==> config.mk <==
export PLATFORM = sky130hd
export DESIGN_NAME = mem_stage_lsu
export DESIGN_NICKNAME = d
export VERILOG_FILES = /design/src/rtl/riscv_pkg.sv /design/src/rtl/lsu_align.sv /design/src/rtl/mem_stage_lsu.sv
export SDC_FILE = /design/constraint.sdc
export NUM_CORES = 1
export LEC_CHECK = 0
export BUFFER_PORTS_ARGS = -buffer_cell sky130_fd_sc_hd__buf_2
export CORE_UTILIZATION = 52
export CTS_BUF_LIST = sky130_fd_sc_hd__clkbuf_2
export CTS_CLUSTER_SIZE = 20
export DETAILED_ROUTE_END_ITERATION = 7
export PLACE_DENSITY = 0.83
export SLEW_MARGIN = 10
export SYNTH_ARGS = -nofsm -noshare
export SYNTH_HDL_FRONTEND = slang
export SYNTH_SLANG_ARGS = --single-unit
==> constraint.sdc <==
create_clock -name clk -period 4 [get_ports clk]
set_input_delay 0.6 -clock clk [delete_from_list [all_inputs] [get_ports clk]]
set_output_delay 0.6 -clock clk [all_outputs]
set_load 0.02 [all_outputs]
==> src/rtl/riscv_pkg.sv <==
// rtl/riscv_pkg.sv - shared funct3 encodings and LSU state type
package riscv_pkg;

    localparam logic [2:0] F3_B  = 3'b000;
    localparam logic [2:0] F3_H  = 3'b001;
    localparam logic [2:0] F3_W  = 3'b010;
    localparam logic [2:0] F3_BU = 3'b100;
    localparam logic [2:0] F3_HU = 3'b101;

    localparam int TIMER_W = 10;

    typedef enum logic [1:0] {
        IDLE = 2'd0,
        REQ  = 2'd1,
        RESP = 2'd2,
        DONE = 2'd3
    } lsu_state_t;

endpackage

==> src/rtl/lsu_align.sv <==
// rtl/lsu_align.sv - store lane/byte-enable formation, load extract/extend, misalign detect
module lsu_align
    import riscv_pkg::*;
(
    input  logic [2:0]  funct3,
    input  logic [1:0]  addr_lo,
    input  logic [31:0] store_data,
    input  logic [31:0] load_word,
    output logic [31:0] lane_wdata,
    output logic [3:0]  lane_be,
    output logic [31:0] load_ext,
    output logic        misaligned
);

    logic [7:0]  byte_v;
    logic [15:0] half_v;

    always_comb begin
        byte_v     = 8'(load_word >> {addr_lo, 3'b000});
        half_v     = 16'(load_word >> {addr_lo[1], 4'b0000});
        lane_wdata = store_data;
        lane_be    = 4'b1111;
        load_ext   = load_word;
        misaligned = 1'b0;
        case (funct3)
            F3_B, F3_BU: begin
                lane_wdata = {4{store_data[7:0]}};
                lane_be    = 4'b0001 << addr_lo;
                load_ext   = (funct3 == F3_B) ? {{24{byte_v[7]}}, byte_v}
                                              : {24'h0, byte_v};
            end
            F3_H, F3_HU: begin
                lane_wdata = {2{store_data[15:0]}};
                lane_be    = addr_lo[1] ? 4'b1100 : 4'b0011;
                load_ext   = (funct3 == F3_H) ? {{16{half_v[15]}}, half_v}
                                              : {16'h0, half_v};
                misaligned = addr_lo[0];
            end
            // 010, 011, 110 and 111 all behave as full-word accesses
            default: begin
                misaligned = |addr_lo;
            end
        endcase
    end

endmodule

==> src/rtl/mem_stage_lsu.sv <==
// rtl/mem_stage_lsu.sv - M-stage load/store unit with req/gnt/rvalid data memory handshake
module mem_stage_lsu
    import riscv_pkg::*;
#(
    parameter int TIMEOUT = 255
) (
    input  logic        clk,
    input  logic        rst,
    input  logic        MemRead_M,
    input  logic        MemWrite_M,
    input  logic [2:0]  funct3_M,
    input  logic [31:0] ALUResult_M,
    input  logic [31:0] WriteData_M,
    output logic [31:0] ReadData_M,
    output logic        Stall_M,
    output logic        Misaligned_M,
    output logic        BusErr_M,
    output logic        dmem_req,
    output logic        dmem_we,
    output logic [31:0] dmem_addr,
    output logic [31:0] dmem_wdata,
    output logic [3:0]  dmem_be,
    input  logic        dmem_gnt,
    input  logic        dmem_rvalid,
    input  logic [31:0] dmem_rdata
);

    lsu_state_t         state;
    logic [TIMER_W-1:0] timer;
    logic [31:0]        rbuf;
    logic               buserr_q;

    logic        op;
    logic        misaligned;
    logic        start;
    logic        timeout_hit;
    logic [31:0] lane_wdata;
    logic [3:0]  lane_be;
    logic [31:0] load_ext;

    lsu_align u_align (
        .funct3     (funct3_M),
        .addr_lo    (ALUResult_M[1:0]),
        .store_data (WriteData_M),
        .load_word  (rbuf),
        .lane_wdata (lane_wdata),
        .lane_be    (lane_be),
        .load_ext   (load_ext),
        .misaligned (misaligned)
    );

    assign op          = MemRead_M | MemWrite_M;
    assign start       = op & ~misaligned;
    assign timeout_hit = (timer == TIMER_W'(TIMEOUT - 1));

    always_ff @(posedge clk or posedge rst) begin
        if (rst) begin
            state      <= IDLE;
            timer      <= '0;
            rbuf       <= '0;
            buserr_q   <= 1'b0;
            dmem_req   <= 1'b0;
            dmem_we    <= 1'b0;
            dmem_addr  <= '0;
            dmem_wdata <= '0;
            dmem_be    <= '0;
        end else begin
            case (state)
                IDLE: begin
                    if (start) begin
                        state      <= REQ;
                        timer      <= '0;
                        rbuf       <= '0;
                        buserr_q   <= 1'b0;
                        dmem_req   <= 1'b1;
                        dmem_we    <= MemWrite_M;
                        dmem_addr  <= {ALUResult_M[31:2], 2'b00};
                        dmem_wdata <= MemWrite_M ? lane_wdata : 32'h0;
                        dmem_be    <= MemWrite_M ? lane_be : 4'b0000;
                    end
                end
                REQ: begin
                    // a grant arriving on the last allowed cycle still wins
                    if (dmem_gnt) begin
                        dmem_req <= 1'b0;
                        timer    <= '0;
                        state    <= dmem_we ? DONE : RESP;
                    end else if (timeout_hit) begin
                        dmem_req <= 1'b0;
                        buserr_q <= 1'b1;
                        state    <= DONE;
                    end else begin
                        timer <= timer + 1'b1;
                    end
                end
                RESP: begin
                    if (dmem_rvalid) begin
                        rbuf  <= dmem_rdata;
                        state <= DONE;
                    end else if (timeout_hit) begin
                        buserr_q <= 1'b1;
                        state    <= DONE;
                    end else begin
                        timer <= timer + 1'b1;
                    end
                end
                DONE: begin
                    state <= IDLE;
                end
                default: begin
                    state <= IDLE;
                end
            endcase
        end
    end

    // Stall is gated by rst so a reset mid-access releases the pipeline immediately
    assign Stall_M      = ~rst & (((state == IDLE) & start) | (state == REQ) | (state == RESP));
    assign Misaligned_M = (state == IDLE) & op & misaligned;
    assign BusErr_M     = (state == DONE) & buserr_q;
    assign ReadData_M   = ((state == DONE) & ~dmem_we & ~buserr_q) ? load_ext : 32'h0;

endmodule

==> run_results.csv <==
group,metric,value,unit
run_status,status,"finished, final reports clean",
clock_tree,cts_resized,0,
pwr,leakage,3.55,nW
synth,postSynthCellCount,596,
pwr,vdd_drop_max,0.429,mV
synth,synth_cell_types,51,
cells_and_area,fillers,865,
setup_path,reg2reg_depth,6,
timing,drv_slew,0,
setup_path,cp.arrival,2770,ps
clock_tree,clock_latency,690,ps
drt,detail_route.vias_per_cell,5.78,
setup_path,r2r-end,"timer[7]$_DFFE_PP0P_",
floorplanning,core,11000,µm²
setup_path,cpMaxStageDelayCell,"a221o_1",
setup_path,crit_start,"rbuf[7]$_DFFE_PP0P_",
timing,hold_violations,0,
synth,ys_seq_elements,113,
synth,netlist_top_cells_count,"dfrtp_1 (113), nand2_1 (95), mux2i_1 (50)",
pwr,intPower,0.00286,W
grt,overflow,0,
pwr,p_comb_frac,0.462,
grt,busiest_layer,"met2",
synth,yosysTopAreaCell,"dfrtp_1",
synth,synth_top_area_frac,0.475,
pwr,p_sw,0.00224,W
synth,synthTopCellsByArea,"dfrtp_1 (48%), mux2i_1 (8.4%), mux2_2 (6.1%)",
grt,grt_pass1_wl,25700,µm
synth,synth-async-reset-ratio,1.00,
floorplanning,fp-row-count,38,
synth,synth-edff-count,0,
drt,first_pass_iters,5,
grt,grtUsageMet2,0.457,
clock_tree,cts_buffer_depth,2,
placed_design,io_buffers,207,
setup_path,cp-start-kind,"flop",
timing,max_freq,0.297,GHz
timing,rsz0062_at_grt,"false",
cells_and_area,syn_to_final_growth,22.8,%
pwr,total_power,0.00510,W
synth,yosysMostFrequentCell,"dfrtp_1",
setup_path,cp-end-kind,"output port",
clock_tree,cts_hold_buf,0,
clock_tree,numCtsBuffers,17,
min_path,hold_path.class,"in -> async",
synth,netlist_area,5950,µm²
grt,antenna_found_initial,1,
setup_path,critical_path_class,"reg -> out",
synth,synth_ff_type,"dfrtp_1",
clock_tree,clk_pin_slew,190,ps
placed_design,gp_congestion,0.938,
timing,fin_crit,3370,ps
clock_tree,clock-root-buffer,"clkbuf_2",
clock_tree,htreeDepth,4,
drt,via_count,5443,
grt,grt.met1_usage,0.372,
cells_and_area,drive_gt1_frac,0.372,
pwr,p_seq_frac,0.369,
flow_run,cap_violations,0,
grt,grtUsageTotal,0.286,
clock_tree,cts_setup_buffers,0,
drt,drc,0,
grt,grt.met3_usage,0.0634,
clock_tree,cts_sinks,113,
drt,wirelength,16700,µm
clock_tree,cts_tree,"done",
setup_path,cp_cell_sequence,"mux4_2, nand2_1, a221o_1, a21oi_1, buf_2",
synth,yosysSeqAreaShare,0.475,
timing,finClkSkew,25.3,ps
timing,slew_headroom,0.306,
drt,wl_per_cell,17.7,µm
setup_path,critPathMaxFanout,16,
grt,grt_max_degree,84,
setup_path,rrSetupSlack,1620,ps
floorplanning,die-area,11900,µm²
placed_design,dp_hpwl,12300,µm
pwr,switching_share,0.440,
cells_and_area,nets,901,
setup_path,rr_startpoint,"state[0]$_DFFE_PP0P_",
floorplanning,design.portCount,210,
pwr,pwr-share-clk,0.168,
pwr,powerDensity,698,nW/µm²
timing,tightest_slew,1040,ps
setup_path,required,3400,ps
floorplanning,die_h,109,µm
drt,drt_iter0_drc,541,
drt,drtAntennaViolNets,0,
timing,setup-violations-final,0,
floorplanning,start_util,0.542,
timing,setup_tns,0,ps
synth,synth_area_per_cell,9.98,µm²
synth,synth_warnings,0,
floorplanning,die_w,109,µm
setup_path,slowest_delay,670,ps
timing,fin_crit_sh,0.842,
grt,grt_pass1_vias,5092,
## power groups by stage
| stage | sequential, W | clock (W) | combinational (W) |
|---|---|---|---|
| floorplan | 0.00226 | 0 | 0.00123 |
| detailed placement | 0.00190 | 0 | 0.00236 |
| global route | 0.00193 | 0.000907 | 0.00255 |
| finish | 0.00188 | 0.000858 | 0.00236 |
| CTS | 0.00187 | 0.000860 | 0.00236 |
| global placement | 0.00186 | 0 | 0.00228 |
## metrics by stage
step	util	instances	area [µm²]	hold slack, ps	worst slack [ps]
after CTS	0.664	941	7300	102	680
after detailed placement	0.640	909	7030	460	939
after floorplan	-	597	5950	467	413
after global placement	0.640	909	7030	456	1080
after global routing	0.665	941	7300	87.5	528
final	0.665	942	7300	123	633
## registers in the layout (all words and copies together) (netlist names)
name / count
dmem_req: 1
timer: 10
dmem_addr: 30
dmem_be: 4
buserr_q: 1
state: 2
rbuf: 32
dmem_we: 1
dmem_wdata: 32
## layer usage
metal / wire (µm) / vias up / part of all wire
met5: 0 / - / 0
met4: 455 / 0 / 0.027
met3: 1180 / 43 / 0.071
met2: 8150 / 248 / 0.49
met1: 6910 / 2622 / 0.41
li1: - / 2530 / -
## critical path, delay by kind of cell, from the launching register on
kind,cells,cell delay [ps]
simple gates,1,90
buf+inv,1,220
compound gates,2,810
flops,1,450
mux,1,500
## worst max path at each step
stage,end,slack [ps],cells past startpoint
after floorplan,buserr_q$_DFFE_PP0P_,410,1
after global placement,ReadData_M[31],1080,6
after detailed placement,ReadData_M[17],940,6
after CTS,ReadData_M[17],680,5
after global routing,ReadData_M[17],530,5
final,ReadData_M[17],630,5
## logic make-up (layout without fill, tap and decap cells)
| family | after synthesis | count (layout) | synth area share |
|---|---|---|---|
| adder cells (fa/ha/maj) | 8 | 8 | 0.0168 |
| flip-flops | 113 | 113 | 0.475 |
| buffers and inverters | 72 | 276 | 0.0551 |
| AO/OA/AOI/OAI | 182 | 182 | 0.201 |
| AND/OR/NAND/NOR | 137 | 137 | 0.102 |
| multiplexers | 83 | 83 | 0.148 |
| other | 1 | 3 | 0.000630 |
## final cells by class
type / count / area, µm² / area share
Sequential cell: 113 / 2830 / 0.387
Inverter: 27 / 104 / 0.0142
Multi-Input combinational cell: 412 / 2810 / 0.384
Clock inverter: 12 / 165 / 0.0226
Tap cell: 140 / 175 / 0.0240
Timing Repair Buffer: 217 / 1120 / 0.154
Antenna cell: 1 / 2.50 / 0.000343
Clock buffer: 20 / 100 / 0.0137
## cells in the final DEF, fill, tap and decap left out, types with 8 or more instances in the layout
cell and n:
nor2_1 12, ha_1 8, clkbuf_2 20, nand2_1 95, o211ai_1 10, a21oi_1 37, buf_4 9, o22ai_1 8
inv_1 24, mux2i_1 49, buf_2 207, mux2_2 32, a21oi_2 11, dfrtp_1 113, o21ai_0 46, o31ai_1 38
(Power assumes the default switching activity.)
